`src/rtl/pipeline_sequencer.sv`:
```
// pipeline_sequencer
//   Steps a single instruction through NUM_STAGES pipeline stages, either one
//   instruction per start (step mode) or continuously until halted. Keeps
//   free-running, wrapping counters of completed instructions and active cycles.
//
//   state | meaning
//   ------+----------------------------------------------------------------
//   IDLE  | not running; stage held at 0; waits for start
//   RUN   | stepping through stages; leaves on a wrapping advance that is
//         | in step mode or has a halt request (live or pending)
//
// Ports
//   clk           rising-edge clock
//   reset         synchronous active-high reset
//   start         launch request, honoured only in IDLE
//   stall         freezes stage advance while RUN
//   halt          request stop at the next instruction boundary
//   step_mode     1 = one instruction per start, 0 = continuous
//   active        registered RUN indicator
//   stage_onehot  one-hot current stage (bit0 = decode)
//   stage_index   binary current stage
//   last_stage    active and on the final stage
//   done          one-cycle pulse after returning to IDLE
//   instr_count   completed instructions (wraps)
//   cycle_count   cycles spent active (wraps)
module pipeline_sequencer #(
  parameter int NUM_STAGES = 4,
  parameter int CNT_WIDTH  = 32,
  localparam int STAGE_W   = (NUM_STAGES > 2) ? $clog2(NUM_STAGES) : 1
) (
  input  logic                  clk,
  input  logic                  reset,
  input  logic                  start,
  input  logic                  stall,
  input  logic                  halt,
  input  logic                  step_mode,
  output logic                  active,
  output logic [NUM_STAGES-1:0] stage_onehot,
  output logic [STAGE_W-1:0]    stage_index,
  output logic                  last_stage,
  output logic                  done,
  output logic [CNT_WIDTH-1:0]  instr_count,
  output logic [CNT_WIDTH-1:0]  cycle_count
);

  typedef enum logic {IDLE, RUN} state_t;

  localparam logic [STAGE_W-1:0] LAST_STAGE = STAGE_W'(NUM_STAGES - 1);

  state_t               stateReg, stateNext;
  logic [STAGE_W-1:0]   stageReg, stageNext;
  logic                 haltPending, haltPendingNext;
  logic                 doneReg, doneNext;
  logic [CNT_WIDTH-1:0] instrCount, instrNext;
  logic [CNT_WIDTH-1:0] cycleCount, cycleNext;
  logic                 advance;
  logic                 wrapAdvance;

  assign active      = (stateReg == RUN);
  assign advance     = active && !stall;
  assign wrapAdvance = advance && (stageReg == LAST_STAGE);

  always_ff @(posedge clk) begin
    if (reset) begin
      stateReg    <= IDLE;
      stageReg    <= '0;
      haltPending <= 1'b0;
      doneReg     <= 1'b0;
      instrCount  <= '0;
      cycleCount  <= '0;
    end else begin
      stateReg    <= stateNext;
      stageReg    <= stageNext;
      haltPending <= haltPendingNext;
      doneReg     <= doneNext;
      instrCount  <= instrNext;
      cycleCount  <= cycleNext;
    end
  end

  always_comb begin
    stateNext       = stateReg;
    stageNext       = stageReg;
    haltPendingNext = haltPending;
    doneNext        = 1'b0;
    instrNext       = instrCount;
    cycleNext       = active ? cycleCount + CNT_WIDTH'(1) : cycleCount;

    unique case (stateReg)
      IDLE: begin
        // halt and stall are meaningless here; start alone decides.
        if (start) begin
          stateNext       = RUN;
          stageNext       = '0;
          haltPendingNext = 1'b0;
        end
      end
      RUN: begin
        if (halt) haltPendingNext = 1'b1;
        if (wrapAdvance) begin
          stageNext = '0;
          instrNext = instrCount + CNT_WIDTH'(1);
          // step_mode only matters at the instruction boundary.
          if (step_mode || halt || haltPending) begin
            stateNext       = IDLE;
            haltPendingNext = 1'b0;
            doneNext        = 1'b1;
          end
        end else if (advance) begin
          stageNext = stageReg + STAGE_W'(1);
        end
      end
      default: stateNext = IDLE;
    endcase
  end

  // Stage outputs read as decode while reset is held, before the edge lands.
  assign stage_index  = reset ? '0 : stageReg;
  assign stage_onehot = NUM_STAGES'(1) << stage_index;
  assign last_stage   = active && (stage_index == LAST_STAGE);
  assign done         = doneReg;
  assign instr_count  = instrCount;
  assign cycle_count  = cycleCount;

endmodule

```
`config.mk`:
```
export PLATFORM = sky130hd
export DESIGN_NAME = pipeline_sequencer
export DESIGN_NICKNAME = d
export VERILOG_FILES = /design/src/rtl/pipeline_sequencer.sv
export SDC_FILE = /design/constraint.sdc
export NUM_CORES = 1
export LEC_CHECK = 0
export CAP_MARGIN = 20
export CELL_PAD_IN_SITES_DETAIL_PLACEMENT = 1
export CELL_PAD_IN_SITES_GLOBAL_PLACEMENT = 2
export CORE_UTILIZATION = 26
export DETAILED_ROUTE_END_ITERATION = 6
export PLACE_DENSITY = 0.75
export SETUP_SLACK_MARGIN = 0.15
export SLEW_MARGIN = 20
export SYNTH_ARGS = -nofsm -noshare
export SYNTH_HDL_FRONTEND = slang
export SYNTH_SLANG_ARGS = --single-unit
```
`constraint.sdc`:
```
create_clock -name clk -period 1.81 [get_ports clk]
set_clock_uncertainty 0.05 [all_clocks]
set_input_delay 0.362 -clock clk [delete_from_list [all_inputs] [get_ports clk]]
set_output_delay 0.362 -clock clk [all_outputs]
set_load 0.02 [all_outputs]
```
# Word-level counts from Yosys, hierarchy flattened
# Cells that the tools add are included.
dict set report classes {
  addsub 3
  mux 15
  reduce_logical 9
  bitwise_logic 2
  n_shift 1
  eq_ne 4
}
# operator count
set op_table {}
lappend op_table {{$add 32x1->32 const B} 2}
lappend op_table {{$mux 1} 8}
lappend op_table {{$mux 2} 4}
lappend op_table {{$eq 2x2->1 const B} 2}
lappend op_table {{$pmux 1 s2} 2}
lappend op_table {{$pmux 2 s2} 1}
lappend op_table {{$reduce_and 2->1} 2}
lappend op_table {{$shl 1x2->4 const A} 1}
lappend op_table {{$logic_and 1x1->1} 3}
lappend op_table {{$ne 3x1->1 const B} 1}
lappend op_table {{$reduce_or 3->1} 1}
lappend op_table {{$add 2x1->2 const B} 1}
lappend op_table {{$logic_or 1x1->1} 2}
lappend op_table {{$ne 2x2->1 const B} 1}
lappend op_table {{$not 1->1} 2}
lappend op_table {{$logic_not 1->1} 1}
dict set report word_totals {
  register_bits 69
  output_inout_bits 73
  input_bits 6
  elab_cells 40
}

# Depth between registers and ports, before layout
# Gate-level depths: netlist of run 1.
dict set report logic_depth {
  ltp_word 5
  ltp_mapped 8
  ltp_nobuf 5
}

# Worst setup path after synthesis of run 1
# OpenSTA, ideal clock, no wires.
dict set report synth_timing {
  path_type {reg2reg}
  from {reg cycleCount[4], in the netlist cycle_count[4]}
  to {reg cycleCount[23], in the netlist cycle_count[23]}
  required_ns 1.637
  path_stages_with_launch 7
  synth_period_minus_slack_ns 2.140
  slack_ns -0.330
  arrival_ns 1.967
  setup_ns 0.123
  n_path_buf 2
  path_cell_list {dfxtp_1 buf_2 nand2_1 or4_1 buf_2 nor4_2 mux2_1}
}
dict set report synth_between {
  elab_chain_cells 1
}
# item line_no
set synth_rtl {}
lappend synth_rtl {{from (decl)} 55} ;# logic [CNT_WIDTH-1:0] cycleCount, cycleNext;
lappend synth_rtl {{from (signal assigned)} 77} ;# cycleCount <= cycleNext;
lappend synth_rtl {{$add 32x1->32} 87} ;# cycleNext = active ? cycleCount + CNT_WIDTH'(1) : cycleCount;
# Every way passes these cells.
# A chain may end at the register's enable or synchronous reset.

# Final worst setup path of run 1
dict set report layout_timing {
  from {reg stageReg[1]}
  to {reg instrCount[24], in the netlist instr_count[24]}
}
dict set report layout_between {
  elab_chain_cells 3
}
# item line_no
set layout_rtl {}
lappend layout_rtl {{from (decl)} 51} ;# logic [STAGE_W-1:0] stageReg, stageNext;
lappend layout_rtl {{from (signal assigned)} 73} ;# stageReg <= stageNext;
lappend layout_rtl {{$eq 2x2->1} 61} ;# assign wrapAdvance = advance && (stageReg == LAST_STAGE);
lappend layout_rtl {{$logic_and 1x1->1} 61}
lappend layout_rtl {{$reduce_and 2->1 (no source line)} -}
lappend layout_rtl {{to (signal assigned)} 76} ;# instrCount <= instrNext;
lappend layout_rtl {{to (decl)} 54} ;# logic [CNT_WIDTH-1:0] instrCount, instrNext;
# Every way passes these cells.

==> flow_summary.ini, run 1 <==
[status]
status = finished with violations
violations = negative setup slack

[timing]
rsz0062_at_grt = true
setup_viol = 2
final.setup.worst_slack_ps = -26.5
max_freq_mhz = 545
fin_hold_ws_ps = 445
fin_crit_sh = 1.01
slew_viol_final = 0
max-slew-margin-rel = 0.490
hold_viol = 0
period_needed_ps = 1840
worst_slew_pin_slew_ps = 765

[layout]
final_cells = 727
finalInstanceArea_mm2 = 0.00585
area_growth_pct = 74.3
mostFrequentLayoutCells = buf_4 (68), dlygate4sd2_1 (67), nor2_1 (36)
layout_commonest_cell = buf_4
layout.nets = 559
diodes = 0
drive_gt1_frac = 0.420
final_util = 0.463

[detailed_routing]
drt_iter0_markers = 127
drtAntennaViolNets = 0
drcViolationCount = 0
viasPerCell = 5.11
via_count = 3714
firstDrtPassIters = 5
wl_per_cell_um = 16.5
wl_um = 12000

[grt]
grt_pass1_wl_um = 18800
grt_usage = 0.180
grt-ovfl-total = 0
grt_pass1_vias = 3747
antenna_found_initial = 0
grt_max_degree = 62

[floorplan]
core_area_mm2 = 0.0126
io_pins = 79
die_area_mm2 = 0.0134
die_h_um = 116
die_w_um = 116
num_rows = 41
initial_core_util = 0.266

[critical_path]
worstPathRequired_ps = 2030
path_class = flip-flop to flip-flop
path_max_fanout = 6
cp-start-kind = flip-flop
startpoint = stageReg[1]$_SDFFE_PP0P_
arrival_ps = 2050
critPathCapture = instr_count[24]$_SDFFE_PP0P_
cp-end-kind = flip-flop
r2r_setup_slack_ps = -30
r2r_cells = 6
r2r-end = instr_count[24]$_SDFFE_PP0P_
r2r_start = stageReg[1]$_SDFFE_PP0P_

[synth]
ys_types = 35
seq_area_frac_synth = 0.412
yosys.area.top_type_share = 0.412
yosys.area.top_type = dfxtp_1
synth_area_leaders = dfxtp_1 (41%), a21oi_1 (5.1%), nand4_1 (4.9%)
synth_area_mm2 = 0.00335
ys_seq_elements = 69
avgSynthCellArea_um2 = 8.53
yosys_warnings = 0
syn_nets = 402
synth_cells = 393

[job]
drv_cap = 0

[clocking]
cts-root-buf = clkbuf_16
cts.htree.levels = 3
cts_tree = built
numCtsBuffers = 9
cts.sinks = 69
clockBufferDepth = 2
clk_latency_ps = 330
path_clk_slew_ps = 60

[power_and_ir_drop]
p_leak_uw = 0.00248
peakVddDrop_mv = 0.288
p_per_area_mw_per_mm2 = 624

[placement]
io_buffers = 78
dp.cells = 677
gp_congestion = 0.742
dpl_cell_area_mm2 = 0.00484
place_ws_ps = -515
dp_hpwl_um = 7580

[min_path]
hold_path_class = flip-flop to flip-flop
## critical path, stage by stage, from the launching register on
cell	delay (ps)
dfxtp_4	370
ha_4	140
and4b_4	300
buf_6	130
nand4_4	140
or4_4	520
a21oi_2	120
## routing by layer
layer,routed length [um],vias to the layer above,global-route usage
li1,-,1787,-
met1,5320,1842,0.213
met4,101,0,0.0519
met3,533,7,0.0460
met5,0,-,0
met2,6050,78,0.320
## worst min-delay path by stage
| stage | slack, ps | endpoint | cells past startpoint | start |
|---|---|---|---|---|
| final | 440 | haltPending$_SDFFE_PP0P_ | 2 | haltPending$_SDFFE_PP0P_ |
| after global routing | 470 | instr_count[30]$_SDFFE_PP0P_ | 2 | instr_count[30]$_SDFFE_PP0P_ |
| after CTS | 440 | instr_count[31]$_SDFFE_PP0P_ | 2 | instr_count[31]$_SDFFE_PP0P_ |
| after detailed placement | 440 | instr_count[31]$_SDFFE_PP0P_ | 2 | instr_count[31]$_SDFFE_PP0P_ |
| after global placement | 420 | instr_count[31]$_SDFFE_PP0P_ | 2 | instr_count[31]$_SDFFE_PP0P_ |
| after floorplan | 410 | haltPending$_SDFFE_PP0P_ | 2 | haltPending$_SDFFE_PP0P_ |
## cell families after synthesis
kind of cell             after synthesis  synth area share
AND/OR/NAND/NOR                      190             0.330
AO/OA/AOI/OAI                         71             0.121
flip-flops                            69             0.412
buffers and inverters                 27            0.0325
XOR/XNOR                              22            0.0575
multiplexers                          11            0.0362
adder cells (fa/ha/maj)                3            0.0112
## stage by stage
stage	total power (uW)	setup TNS (ps)
2_1_floorplan	1620	-276
3_3_place_gp	1690	-7910
3_5_place_dp	1690	-9300
4_1_cts	3710	-5.85
5_1_grt	3790	-635
6_report	3650	-34.9
## cell usage after synthesis
master     n
or4_1     21
a21oi_1   34
or3_1     15
nor2b_1   12
nand4_1   26
and4_1    11
and2_1     5
nand3_1   15
nor4_1     3
o21ai_0   17
clkbuf_1  15
mux2_2     4
buf_2      6
dfxtp_1   69
xor2_1    12
nand2_1   18
and4b_1    1
nor4_2     1
xnor2_1   10
buf_1      2
mux2i_1    2
ha_1       3
mux2_1     5
nor3_1     8
nand4b_1   1
nor3b_1    2
and3b_1    1
o31ai_1   18
and3_1    10
nand2b_1   1
a211oi_1   1
inv_1      4
a21o_1     1
nor2_1    37
nand4_2    2
## flip-flops by register name, indices dropped and copies added, names as in the netlist
signal / cells
active: 1
done: 1
cycle_count: 32
haltPending: 1
stageReg: 2
instr_count: 32
## report_power, final
group / internal (uW) / switching, uW
logic: 56.9 / 76.3
clock network: 1330 / 673
registers: 1500 / 14.1
total: 2890 / 763
## what timing repair did
| item | CTS | global route |
|---|---|---|
| hold endpoints to repair | 0 | 0 |
| gates resized for setup | 151 | 75 |
| pin swaps | 21 | 28 |
| buffers inserted | 15 | 14 |
| endpoints found under the setup margin | 111 | 49 |
| hold buffers | 0 | 0 |
| gates cloned | 5 | 0 |
## layout make-up
| type | instances | area [um^2] |
|---|---|---|
| tap | 172 | 215 |
| clock buffer | 13 | 272 |
| clock inverter | 3 | 65.1 |
| fill | 1449 | 6770 |
| multi-input combinational | 301 | 2370 |
| inverter | 4 | 15.0 |
| sequential | 69 | 1480 |
| timing repair buffer | 165 | 1430 |
Power figures use the tool's default switching activity.
==> run 2: changes to the inputs <==
--- a/config.mk
+++ b/config.mk
@@ -8,8 +8,10 @@
 export CAP_MARGIN = 20
 export CELL_PAD_IN_SITES_DETAIL_PLACEMENT = 1
 export CELL_PAD_IN_SITES_GLOBAL_PLACEMENT = 2
+export CORE_MARGIN = 10
 export CORE_UTILIZATION = 26
 export DETAILED_ROUTE_END_ITERATION = 6
+export GPL_TIMING_DRIVEN = 0
 export PLACE_DENSITY = 0.75
 export SETUP_SLACK_MARGIN = 0.15
 export SLEW_MARGIN = 20
==> flow_summary.ini, run 2 (synthesis gave the netlist of run 1 again) <==
[job]
drv_cap = 0

[critical_path]
r2r_cells = 7
path_class = flip-flop to flip-flop
r2r_setup_slack_ps = -90
slowest_stage = or4_4
critPathBufInv = 2
cp-start-kind = flip-flop
path_cells = ha_4 > and4b_1 > buf_6 > nand4_4 > buf_6 > or4_4 > a21oi_2
critPathMaxStageDelay_ps = 420
path_max_fanout = 7
r2r-end = instr_count[24]$_SDFFE_PP0P_
r2r_start = stageReg[0]$_SDFFE_PP0P_
arrival_ps = 2120
cp-end-kind = flip-flop
cp_top_family = simple AND/OR/NAND/NOR gates
crit_top_cell = buf_6
worstPathRequired_ps = 2030

[grt]
grt-ovfl-total = 0
grt_pass1_vias = 3726
antenna_found_initial = 0
grt_usage = 0.136
grt_pass1_wl_um = 19700
grt_max_degree = 13

[timing]
setup_tns_ps = -750
slew_viol_final = 0
rsz0062_at_grt = true
fin_crit_sh = 1.05
max-slew-margin-rel = 0.506
final.setup.worst_slack_ps = -90.9
hold_viol = 0
period_needed_ps = 1900
setup_viol = 17
worst_slew_pin_slew_ps = 742
max_freq_mhz = 526

[clocking]
numCtsBuffers = 9
cts-root-buf = clkbuf_16
cts.sinks = 69
cts.htree.levels = 3
path_clk_slew_ps = 60
clk_latency_ps = 340
cts_tree = built
clockBufferDepth = 2

[floorplan]
num_rows = 41
die_area_mm2 = 0.0178
core_area_mm2 = 0.0126
io_pins = 79
die_w_um = 134
die_h_um = 134
initial_core_util = 0.266

[layout]
layout_commonest_cell = dlygate4sd2_1
drive_gt1_frac = 0.409
mostFrequentLayoutCells = dlygate4sd2_1 (66), buf_4 (39), nor2_1 (37)
final_cells = 712
layout.nets = 544
finalInstanceArea_mm2 = 0.00580
final_util = 0.459
diodes = 0
area_growth_pct = 72.9

[min_path]
whs_endpoint = cycle_count[27]$_SDFFE_PP0P_
min-delay-start = reset
hold_depth = 3
hold_path_class = input port to flip-flop

[detailed_routing]
viasPerCell = 5.08
drt_iter0_markers = 166
drcViolationCount = 0
wl_per_cell_um = 17.6
firstDrtPassIters = 4
via_count = 3620
wl_um = 12500
drtAntennaViolNets = 0

[power_and_ir_drop]
p_per_area_mw_per_mm2 = 665
p_leak_uw = 0.00244
peakVddDrop_mv = 0.444

[status]
status = finished with violations
violations = negative setup slack

[placement]
dpl_cell_area_mm2 = 0.00458
dp.cells = 643
gp_congestion = 0.741
dp_hpwl_um = 8160
io_buffers = 78
## run 2: changes by cell type in the layout (fill, tap and decap cells not counted), moves of 4 or more
cell      before  now
mux2_4         3    8
clkbuf_8       1    6
clkbuf_1       2    7
and4_4         4    0
nor3_4         1    5
o31ai_2        5    9
o31ai_1       10    6
buf_4         68   39
mux2_1         5    0
## run 2: what timing repair did
item	4_1_cts	5_1_grt
pin swaps	40	22
setup buffers	33	16
cloned	4	0
endpoints found under the setup margin	141	48
hold buffers	0	0
resized for setup	170	74
## run 2: metrics by stage
stage	total power, uW	setup WS (ps)	hold slack, ps
global route	4000	-140	450
floorplan	1620	-52.0	414
finish	3850	-90.9	443
global placement	1680	-943	415
detailed placement	1680	-958	432
CTS	3890	-75.9	416
## run 2: worst reg2reg max path, delay by kind of cell (launching register included)
family | cells | cell delay, ps
compound gates | 1 | 150
buf+inv | 2 | 320
simple gates | 3 | 800
flops | 1 | 370
fa+ha+maj | 1 | 150
## run 2: routing by layer
metal / vias up / share of wire / global-route usage
li1: 1748 / - / -
met1: 1788 / 0.43 / 0.155
met2: 72 / 0.50 / 0.230
met3: 12 / 0.060 / 0.0523
met4: 0 / 0.011 / 0.0381
met5: - / 0 / 0
## run 2: area by class of cell
type	instances	area, um^2
fillers	1461	6820
multi-input cells	297	2320
flip-flops and latches	69	1490
repair buffers	131	1160
plain buffers	23	230
clock buffers	9	225
well taps	172	215
clock inverters	7	138
inverters	4	15.0
## run 2: power breakdown
group	switching [uW]	total [uW]	internal, uW
clock network	713	2190	1480
registers	14.7	1520	1500
logic	83.7	144	60.4
## run 2: worst max-delay path by stage
stage                                start                      endpoint  slack, ps  cells past startpoint
2_1_floorplan  cycle_count[4]$_SDFFE_PP0P_  cycle_count[21]$_SDFFE_PP0P_        -50                      6
3_3_place_gp                         reset               stage_onehot[0]       -940                      5
3_5_place_dp                         reset               stage_onehot[0]       -960                      5
4_1_cts        cycle_count[4]$_SDFFE_PP0P_  cycle_count[19]$_SDFFE_PP0P_        -80                      6
5_1_grt        cycle_count[0]$_SDFFE_PP0P_  cycle_count[26]$_SDFFE_PP0P_       -140                      7
6_report          stageReg[0]$_SDFFE_PP0P_  instr_count[24]$_SDFFE_PP0P_        -90                      7
==> run 3: changes to the inputs <==
--- a/config.mk
+++ b/config.mk
@@ -5,6 +5,7 @@
 export SDC_FILE = /design/constraint.sdc
 export NUM_CORES = 1
 export LEC_CHECK = 0
+export ABC_AREA = 0
 export CAP_MARGIN = 20
 export CELL_PAD_IN_SITES_DETAIL_PLACEMENT = 1
 export CELL_PAD_IN_SITES_GLOBAL_PLACEMENT = 2
==> results of run 3 <==
Same layout as run 2: the final DEF is identical, and so are final timing and power.
